`src/rtl/ctrl_pkg.sv`:
```
// ctrl_pkg: shared control-word layouts, ALU op encodings and bubble constants for ctrl_pipe
package ctrl_pkg;
  localparam logic [1:0] ALU_ADD = 2'd0;
  localparam logic [1:0] ALU_SUB = 2'd1;
  localparam logic [1:0] ALU_R_TYPE = 2'd2;
  localparam int EX_W = 10;
  localparam int MEM_W = 6;
  localparam int WB_W = 2;
  typedef struct packed {
    logic [1:0] alu_op;
    logic reg_dst;
    logic branch;
    logic mem_read;
    logic mem_2_reg;
    logic mem_write;
    logic alu_src;
    logic reg_write;
    logic jump;
  } ex_word_t;
  typedef struct packed {
    logic branch;
    logic jump;
    logic mem_read;
    logic mem_write;
    logic mem_2_reg;
    logic reg_write;
  } mem_word_t;
  typedef struct packed {
    logic mem_2_reg;
    logic reg_write;
  } wb_word_t;
  localparam ex_word_t EX_BUBBLE = '0;
  localparam mem_word_t MEM_BUBBLE = '0;
  localparam wb_word_t WB_BUBBLE = '0;
  // Maps every non-1 bit (0, x, z) to 0 so don't-care control bits never reach the registers.
  function automatic ex_word_t xclean(input ex_word_t w);
    ex_word_t r;
    for (int i = 0; i < EX_W; i++) r[i] = (w[i] === 1'b1);
    return r;
  endfunction
endpackage

```
`src/rtl/ctrl_stage_reg.sv`:
```
// ctrl_stage_reg: one pipeline stage register with async reset, bubble-load and valid bit
module ctrl_stage_reg #(
  parameter int W = 2
) (
  input  logic         clk,
  input  logic         arst,
  input  logic         bubble,
  input  logic [W-1:0] d,
  input  logic         d_valid,
  output logic [W-1:0] q,
  output logic         valid
);
  always_ff @(posedge clk or posedge arst) begin
    if (arst) begin
      q <= '0;
      valid <= 1'b0;
    end else begin
      q <= bubble ? '0 : d;
      valid <= !bubble && d_valid;
    end
  end
endmodule

```
`src/rtl/ctrl_pipe.sv`:
```
// ctrl_pipe: ID/EX, EX/MEM, MEM/WB control pipeline with stall/flush bubbles and a saturating bubble counter.
// Define CTRL_PIPE_XCLEAN_EN to force x/z control bits from the control unit to 0 before capture.
module ctrl_pipe
  import ctrl_pkg::*;
#(
  parameter int CNT_W = 16
) (
  input  logic             clk,
  input  logic             arst,
  input  logic [1:0]       id_alu_op,
  input  logic             id_reg_dst,
  input  logic             id_branch,
  input  logic             id_mem_read,
  input  logic             id_mem_2_reg,
  input  logic             id_mem_write,
  input  logic             id_alu_src,
  input  logic             id_reg_write,
  input  logic             id_jump,
  input  logic             stall,
  input  logic             flush,
  output logic [1:0]       ex_alu_op,
  output logic             ex_reg_dst,
  output logic             ex_alu_src,
  output logic             ex_mem_read,
  output logic             mem_branch,
  output logic             mem_jump,
  output logic             mem_mem_read,
  output logic             mem_mem_write,
  output logic             wb_mem_2_reg,
  output logic             wb_reg_write,
  output logic             ex_valid,
  output logic             mem_valid,
  output logic             wb_valid,
  output logic [CNT_W-1:0] bubble_cnt
);
  ex_word_t id_raw, id_word, ex_q;
  mem_word_t mem_d, mem_q;
  wb_word_t wb_d, wb_q;
  logic [CNT_W:0] inc, cnt_sum;
  assign id_raw = '{id_alu_op, id_reg_dst, id_branch, id_mem_read, id_mem_2_reg,
                    id_mem_write, id_alu_src, id_reg_write, id_jump};
`ifdef CTRL_PIPE_XCLEAN_EN
  assign id_word = xclean(id_raw);
`else
  assign id_word = id_raw;
`endif
  assign mem_d = '{ex_q.branch, ex_q.jump, ex_q.mem_read, ex_q.mem_write, ex_q.mem_2_reg, ex_q.reg_write};
  assign wb_d = '{mem_q.mem_2_reg, mem_q.reg_write};
  ctrl_stage_reg #(.W(EX_W)) u_ex (
    .clk(clk), .arst(arst), .bubble(stall || flush),
    .d(id_word), .d_valid(1'b1), .q(ex_q), .valid(ex_valid)
  );
  ctrl_stage_reg #(.W(MEM_W)) u_mem (
    .clk(clk), .arst(arst), .bubble(flush),
    .d(mem_d), .d_valid(ex_valid), .q(mem_q), .valid(mem_valid)
  );
  // WB is never bubbled: the branch sitting in MEM during a flush still retires.
  ctrl_stage_reg #(.W(WB_W)) u_wb (
    .clk(clk), .arst(arst), .bubble(1'b0),
    .d(wb_d), .d_valid(mem_valid), .q(wb_q), .valid(wb_valid)
  );
  // A flush kills two slots (EX and MEM) whether or not stall is also raised.
  assign inc = flush ? (CNT_W+1)'(2) : {{CNT_W{1'b0}}, stall};
  assign cnt_sum = {1'b0, bubble_cnt} + inc;
  always_ff @(posedge clk or posedge arst) begin
    if (arst) bubble_cnt <= '0;
    else bubble_cnt <= cnt_sum[CNT_W] ? '1 : cnt_sum[CNT_W-1:0];
  end
  assign ex_alu_op = ex_q.alu_op;
  assign ex_reg_dst = ex_q.reg_dst;
  assign ex_alu_src = ex_q.alu_src;
  assign ex_mem_read = ex_q.mem_read;
  assign mem_branch = mem_q.branch;
  assign mem_jump = mem_q.jump;
  assign mem_mem_read = mem_q.mem_read;
  assign mem_mem_write = mem_q.mem_write;
  assign wb_mem_2_reg = wb_q.mem_2_reg;
  assign wb_reg_write = wb_q.reg_write;
endmodule

```
`config.mk`:
```
export PLATFORM = sky130hd
export DESIGN_NAME = ctrl_pipe
export DESIGN_NICKNAME = d
export VERILOG_FILES = /design/src/rtl/ctrl_pkg.sv /design/src/rtl/ctrl_stage_reg.sv /design/src/rtl/ctrl_pipe.sv
export SDC_FILE = /design/constraint.sdc
export NUM_CORES = 1
export LEC_CHECK = 0
export CAP_MARGIN = 0
export CORE_UTILIZATION = 40
export CTS_CLUSTER_DIAMETER = 100
export CTS_CLUSTER_SIZE = 25
export DETAILED_ROUTE_END_ITERATION = 7
export PLACE_DENSITY = 0.71
export REMOVE_ABC_BUFFERS = 1
export SLEW_MARGIN = 20
export SYNTH_ARGS = -nofsm -noshare
export SYNTH_HDL_FRONTEND = slang
export SYNTH_SLANG_ARGS = --single-unit
```
`constraint.sdc`:
```
create_clock -name clk -period 6 [get_ports clk]
set_input_delay 1.5 -clock clk [delete_from_list [all_inputs] [get_ports clk]]
set_output_delay 1.5 -clock clk [all_outputs]
set_load 0.02 [all_outputs]
```
==> impl.org, run 1 <==
** Setup path
- Counting cells, the worst reg-to-reg path comes to 6.
- Critical path launch point type :: primary input
- Endpoint type of the worst setup path :: flip-flop
- Slowest stage cell on the critical path :: sky130_fd_sc_hd__nor4_2
- Buffers and inverters on the worst path :: 2
- Highest cell delay on the worst timing path :: between 0.6 and 0.7 ns
- The setup path with the least slack is of type primary input to flip-flop.
- Cell family with most CP delay :: simple AND/OR/NAND/NOR gates
- Data on the critical path is required at its endpoint by about 6.2 ns.
- Worst R2R Setup Slack :: around 3.5 ns
- Cells along the critical path :: clkdlybuf4s50_1 > nor2b_1 > ha_1 > inv_1 > fa_1 > nor4_2 > nand3_1 > a21oi_1
- In this run the critical register-to-register path is captured at bubble_cnt[9].
- The startpoint identified for the worst register-to-register timing path is bubble_cnt[0].
- Data arrival time at the worst-slack endpoint :: around 4.3 ns
- In this run the worst path has a maximum fanout of 12.

** Clock tree
- TritonCTS clock tree :: done
- After clock tree synthesis, the repair step resized 0 gates.
- Count of hold-fix buffers inserted at cts :: 0
- The H-tree generated during clock tree synthesis spans 2 levels.
- Clock Path Buffers :: 2
- Clock Pin Slew Worst Setup and Hold Paths :: 0.07 ns
- The clock reaches the later pin of the worst-skew pair after 0.29 ns.
- Counting every sink on the clock net gives 37.
- Cts bufs inserted :: 5
- Number of buffers inserted by post-CTS setup repair :: 0
- CTS Root Buffer Type :: sky130_fd_sc_hd__clkbuf_8

** Power
- For this design the ratio of total power to cell area is between 300 and 400 nW/um^2.
- IR analysis of the VDD net gives a maximum drop of 0.181 mV.
- The analysis attributes to cell leakage a power of 0.915 nW.
- The design draws 0.000742 W.

** Detailed routing
- DRC viols :: 0
- ANT nets after route :: 0
- Sum of routed wire segments on met1 :: 1240 microns
- 1st-iter DRT viols :: 64
- In the routed layout, each cell is associated on average with a via count of 4.83.
- For this block, the via count after detailed routing is 1063.
- For this run, the detailed router's first-pass iteration total came to 4.
- Wire segments on met3 add up to 122 microns in the final route.
- Routed length per placed instance :: 12.8 microns
- Met2 wire len :: 1380 microns
- Top Metal Used :: met4
- Wires add up to 2810 microns.

** Flow run
- Number of violations of the max-capacitance limit :: 0

** Synth
- Mapped cell area :: around 1500 sq um
- In this run the mean area of a mapped cell was 11.7 sq um.
- Of the post-synthesis cell area, the dominant cell type holds 62.7%.
- Seq/Total Area, Yosys :: 62.7%
- The Yosys step of the flow raised 0 warnings.
- Summed over all instances, the cell type with the most area after synthesis is sky130_fd_sc_hd__dfrtp_1.
- Prevailing post-synth register cell :: sky130_fd_sc_hd__dfrtp_1
- The cell count after synthesis came out at 126.
- Yosys mapped a number of flops with a built-in enable equal to 0.
- Flop and latch count out of synthesis :: 37
- Counting flops with an async set or reset pin after synthesis yields a share of 100%.
- Top cells by area in the synthesized netlist :: sky130_fd_sc_hd__dfrtp_1, sky130_fd_sc_hd__and2_1, sky130_fd_sc_hd__nor2b_1, sky130_fd_sc_hd__a31oi_1, sky130_fd_sc_hd__nand2_1
- After synthesis, the netlist uses 33 different library cells.

** Placement
- Summed over all nets, the half-perimeter wirelength after detailed placement is 2000 microns.
- The congestion estimate from routability-driven global placement came to about 0.75.
- Cell count after placement :: 212
- Summing all placed instances gives a cell area of 1950 sq um.
- During placement, the flow inserted port buffers numbering 43.

** Global routing
- Maximum number of pins on one net before global-route repair :: 38
- In the global route stage, overall resource usage came out at 16.1%.
- The initial antenna violation count came to 0.
- Wire length of the first global-routing pass :: 4780 microns
- The number of global-route vias before repair was 1092.
- Global routing finished with a remaining overflow of 0.

** Cells and area
- Post-Route Utilization :: 60.1%
- The layout has 280 filler cells.
- Final layout net count :: 190
- Post-Layout Cell Count :: 220
- In the final layout, the share of cells above drive strength 1 is about 7.5%.
- The repair_antennas step left the layout with diodes totalling 0.
- Relative to the synthesized area, the layout overhead comes to 40.1%.
- The finished cells cover about 2100 sq um.

** Timing
- The final max-slew violation count came to 0.
- The hold violation count in the final report came to 0.
- Counting I/O delays and the setup requirement, the final critical path takes 4.13 ns.
- Setup repair after global routing left no endpoint under its margin.
- Max frequency :: 242 MHz
- Setup violations remaining at the end of the flow were counted as 0.
- For the final database, setup skew stands at 0.00571 ns.
- For the final routed database, the setup TNS stands at 0 ns.
- Fin crit share :: 68.8%
- In this run the tightest slew margin relative to its limit is around three fifths.
- At the pin with the least slew margin, the transition time is 0.615 ns.

** Die
- In this run the vertical extent of the chip is 62.8 microns.
- Once the floorplan was initialized, standard cells occupied between 40% and 50% of the core.
- Width of the die :: 62.8 microns
- DIE AREA :: 3940 sq um
- Row generation in the floorplan step produced 21 rows.
- Core footprint :: 3440 sq um
- I/O pin count :: 44

** Min path
- The startpoint identified for the worst hold timing path is u_mem.q[1].
- For hold timing, the worst endpoint is u_wb.q[1].
- Min-delay worst type :: flip-flop to flip-flop
- Hold path cells :: 0

** Run status
- Result of the run :: completed
==> cell usage in the layout (no fill, tap or decap), types with 3 or more instances in the layout <==
cell and n:
sky130_fd_sc_hd__clkdlybuf4s50_1 43, sky130_fd_sc_hd__dfrtp_1 37, sky130_fd_sc_hd__and2_1 11, sky130_fd_sc_hd__nor2b_1 8, sky130_fd_sc_hd__nand2_1 8, sky130_fd_sc_hd__inv_1 7, sky130_fd_sc_hd__nor2_1 7, sky130_fd_sc_hd__clkbuf_8 6
sky130_fd_sc_hd__nand3_1 5, sky130_fd_sc_hd__a31oi_1 5, sky130_fd_sc_hd__a21oi_1 4, sky130_fd_sc_hd__o21ai_0 3, sky130_fd_sc_hd__xnor2_1 3
==> area by class of cell <==
class	instances	area (sq um)	share of cell area (%)
Multi-Input combinational cell	78	502	24.2
Timing Repair Buffer	44	438	21.2
Clock inverter	2	37.5	1.81
Sequential cell	37	926	44.7
Inverter	7	26.3	1.27
Tap cell	46	57.6	2.78
Clock buffer	6	82.6	3.99
==> worst max-delay path by stage <==
stage / end / depth (start not counted) / startpoint
CTS: bubble_cnt[9] / 8 / flush
detailed placement: bubble_cnt[9] / 8 / flush
global placement: bubble_cnt[9] / 8 / flush
floorplan: bubble_cnt[9] / 7 / stall
global route: bubble_cnt[9] / 8 / flush
finish: bubble_cnt[9] / 8 / flush
==> metrics by stage <==
stage | hold WS (ns) | setup slack, ns
4_1_cts | 0.353 | 1.89
2_1_floorplan | 0.331 | 2.62
5_1_grt | 0.359 | 1.51
3_3_place_gp | 0.335 | 1.74
3_5_place_dp | 0.336 | 1.60
6_report | 0.353 | 1.87
==> layer usage <==
metal | vias up | GRT usage (%)
li1 | 518 | -
met1 | 502 | 18.6
met2 | 34 | 26.2
met3 | 9 | 6.20
met4 | 0 | 7.85
met5 | - | 0
==> synth_stat cells (3+ instances only) <==
cell type	n
sky130_fd_sc_hd__nor2b_1	8
sky130_fd_sc_hd__o21ai_0	3
sky130_fd_sc_hd__nor2_1	7
sky130_fd_sc_hd__nand3_1	5
sky130_fd_sc_hd__a21oi_1	4
sky130_fd_sc_hd__and2_1	11
sky130_fd_sc_hd__a31oi_1	5
sky130_fd_sc_hd__nand2_1	8
sky130_fd_sc_hd__inv_1	7
sky130_fd_sc_hd__xnor2_1	3
sky130_fd_sc_hd__dfrtp_1	37
==> report_power, final <==
part	internal [W]	leakage, nW	switching [W]	total (W)
Sequential	0.000282	0.483	0.0000352	0.000317
Combinational	0.0000950	0.374	0.000107	0.000202
Clock	0.000135	0.0574	0.0000872	0.000222
Total	0.000512	0.915	0.000229	0.000742
==> kinds of logic (layout without fill, tap and decap cells) <==
family | after synthesis | count (layout) | synth area share (%)
flops | 37 | 37 | 62.7
buf+inv | 11 | 59 | 3.39
xor+xnor | 5 | 5 | 2.96
simple gates | 52 | 52 | 20.3
fa+ha+maj | 3 | 3 | 3.05
compound gates | 18 | 18 | 7.62
==> state kept, by name (all words and copies together), names as in the netlist <==
signal       flops
bubble_cnt      16
u_mem.valid      1
u_ex.q          10
u_wb.valid       1
u_wb.q           2
u_mem.q          6
u_ex.valid       1
Power figures use the tool's default switching activity.
==> inputs of run 2 (changes only) <==
==> constraint.sdc (replaced) <==
create_clock -name clk -period 4.2 [get_ports clk]
set_input_delay 1.05 -clock clk [delete_from_list [all_inputs] [get_ports clk]]
set_output_delay 1.05 -clock clk [all_outputs]
set_load 0.02 [all_outputs]
==> impl.org, run 2 (synthesis results as in run 1) <==
** Placement
- Instance area at placement :: 1960 sq um
- Cell count after placement :: approximately 210
- Post-placement worst setup slack :: 0.374 ns
- Post-DP HPWL :: 1950 microns
- GP Congestion :: 0.752
- IO buf count :: 43

** Clock tree
- In this run, post-CTS hold repair placed 0 buffers.
- After clock tree synthesis, the setup repair step added 0 buffers.
- Clock Pin Slew Worst Setup and Hold Paths :: approximately 0.070 ns
- The longest clock path from root to sink contains 2 buffers.
- Post-cts gate resize count :: 0
- Clock latency at the later pin of the worst-skew pair :: 0.28 ns
- Count of clock tree sinks :: 37
- CTS Root Buffer Type :: sky130_fd_sc_hd__clkbuf_8
- TritonCTS built the clock tree.
- Level count of the clock H-tree :: 2
- Buffers inserted during clock tree synthesis total 5.

** Timing
- Post-route worst setup slack :: approximately 0.63 ns
- Fin crit share :: a little over four fifths
- Number of setup violations in the final report :: 0
- Max Clock Skew :: 0.00467 ns
- After routing, the total negative slack on setup checks comes to 0 ns.
- Tightest Pin Transition :: around 0.6 ns
- Final slew viol count :: 0
- Setup repair after global routing missed its margin :: false
- Endpoints failing hold :: 0
- Max frequency :: 280 MHz
- The clock period could shrink to between 3 and 4 ns.
- In this run the tightest slew margin relative to its limit is approximately three fifths.

** Cells and area
- Of the cells placed in the final design, the portion with a size suffix greater than 1 is 8.00%.
- Fin area :: 2080 sq um
- Number of flip-flops in the largest register :: 16
- Largest registers :: bubble_cnt (16), u_ex.q (10), u_mem.q (6)
- Largest Register :: bubble_cnt
- Final layout net count :: 191
- Commonest cells after routing, fill and taps aside :: sky130_fd_sc_hd__clkdlybuf4s50_1, sky130_fd_sc_hd__dfrtp_1, sky130_fd_sc_hd__and2_1, sky130_fd_sc_hd__nor2b_1, sky130_fd_sc_hd__nand2_1
- Compared with the post-synthesis result, the final layout area differs by 40.6%.
- Leaving out fill and tap cells, the most frequent cell in the layout is sky130_fd_sc_hd__clkdlybuf4s50_1.
- Post-Layout Cell Count :: 221
- The number of antenna diodes in the final layout is 0.

** Detailed routing
- Via-per-instance ratio :: 4.94
- The first detailed-routing pass took 4 iterations.
- DRC viols :: 0
- Dividing the detail-routed wire length by the instance count gives ~12 microns.
- After the first detailed-routing iteration, the DRC count stood at 36.
- For this block, the routed nets add up to between 2000 and 3000 microns of wire.
- Via total after detailed routing :: 1092
- Once detail routing completed, the nets flagged for antenna violations numbered 0.

** Setup path
- Highest cell delay on the worst timing path :: 0.62 ns
- Buffers and inverters on the worst path :: 2
- Data arrival time at the worst-slack endpoint :: approximately 3.8 ns
- Worst R2R Setup Slack :: roughly 1.7 ns
- The slowest stage of the critical path belongs to the cell sky130_fd_sc_hd__nor4_2.
- The critical path in this run is classified as primary input to flip-flop.
- STA classifies the critical path endpoint as a flip-flop.
- Traced cell by cell, the critical path runs through clkdlybuf4s50_1 > nor2b_1 > ha_1 > inv_1 > fa_1 > nor4_2 > nand3_1 > a21oi_1.
- Cell family with most CP delay :: simple AND/OR/NAND/NOR gates
- STA classifies the critical path startpoint as a primary input.
- Highest net fanout along the worst path :: 12
- Req. time, crit path :: around 4.4 ns

** Power
- Worst ir drop on vdd :: about 0.26 mV
- Power per unit of standard cell area :: ~510 nW/um^2
- For this design the static power due to leakage is 0.920 nW.

** Die
- The die is ~63 microns tall.
- 44 I/O pins were placed.
- Row count :: 21
- The die is 62.8 microns wide.
- Core footprint :: approximately 3400 sq um
- Initial core utilization :: 42.9%
- DIE AREA :: 3940 sq um

** Run status
- Result of the run :: completed

** Global routing
- The first global-routing pass estimated 4710 microns of wire.
- The number of global-route vias before repair was 1084.
- Entering global routing, the biggest net connects 38 pins.
- Final global-route overflow total :: 0
- The initial antenna violation count was 0.
- Tot GR Track Use :: 15.5%

** Flow run
- Number of violations of the max-capacitance limit :: 0

** Min path
- Min-delay worst type :: flip-flop to flip-flop
[run 2: changes by cell type in the layout (fill, tap and decap cells not counted), sizes merged]
cell  change
buf       +1
[run 2: metrics by stage]
stage | total power (W) | hold slack (ns) | util [%]
global placement | 0.000743 | 0.335 | 56.9
global route | 0.00111 | 0.358 | 60.3
detailed placement | 0.000748 | 0.340 | 56.9
floorplan | 0.000614 | 0.331 | -
CTS | 0.00106 | 0.356 | 60.3
finish | 0.00105 | 0.356 | 60.3
[run 2: worst paths after layout]
path	start	to	depth (start not counted)
min reg2reg	u_mem.q[0]	u_wb.q[0]	0
min	u_mem.q[0]	u_wb.q[0]	0
min in group asynchronous	arst	bubble_cnt[11]	3
max reg2reg	bubble_cnt[0]	bubble_cnt[9]	6
max	stall	bubble_cnt[9]	8
max in group asynchronous	arst	bubble_cnt[8]	3
[run 2: power by group]
| part | switching, W | internal (W) |
|---|---|---|
| combinational | 0.000151 | 0.000136 |
| sequential | 0.0000512 | 0.000403 |
| clock | 0.000117 | 0.000193 |
| total | 0.000319 | 0.000732 |
[run 2: routing by layer]
metal,part of all wire [%],GRT usage [%],vias up
li1,-,-,525
met1,45,19.0,535
met2,49,25.1,27
met3,2.8,3.65,5
met4,2.3,8.72,0
met5,0,0,-
[run 2: final cells by class]
type | count | area [sq um]
fillers | 281 | 1370
flip-flops and latches | 37 | 926
multi-input cells | 78 | 502
repair buffers | 45 | 445
clock buffers | 6 | 82.6
well taps | 46 | 57.6
clock inverters | 2 | 37.5
inverters | 7 | 26.3
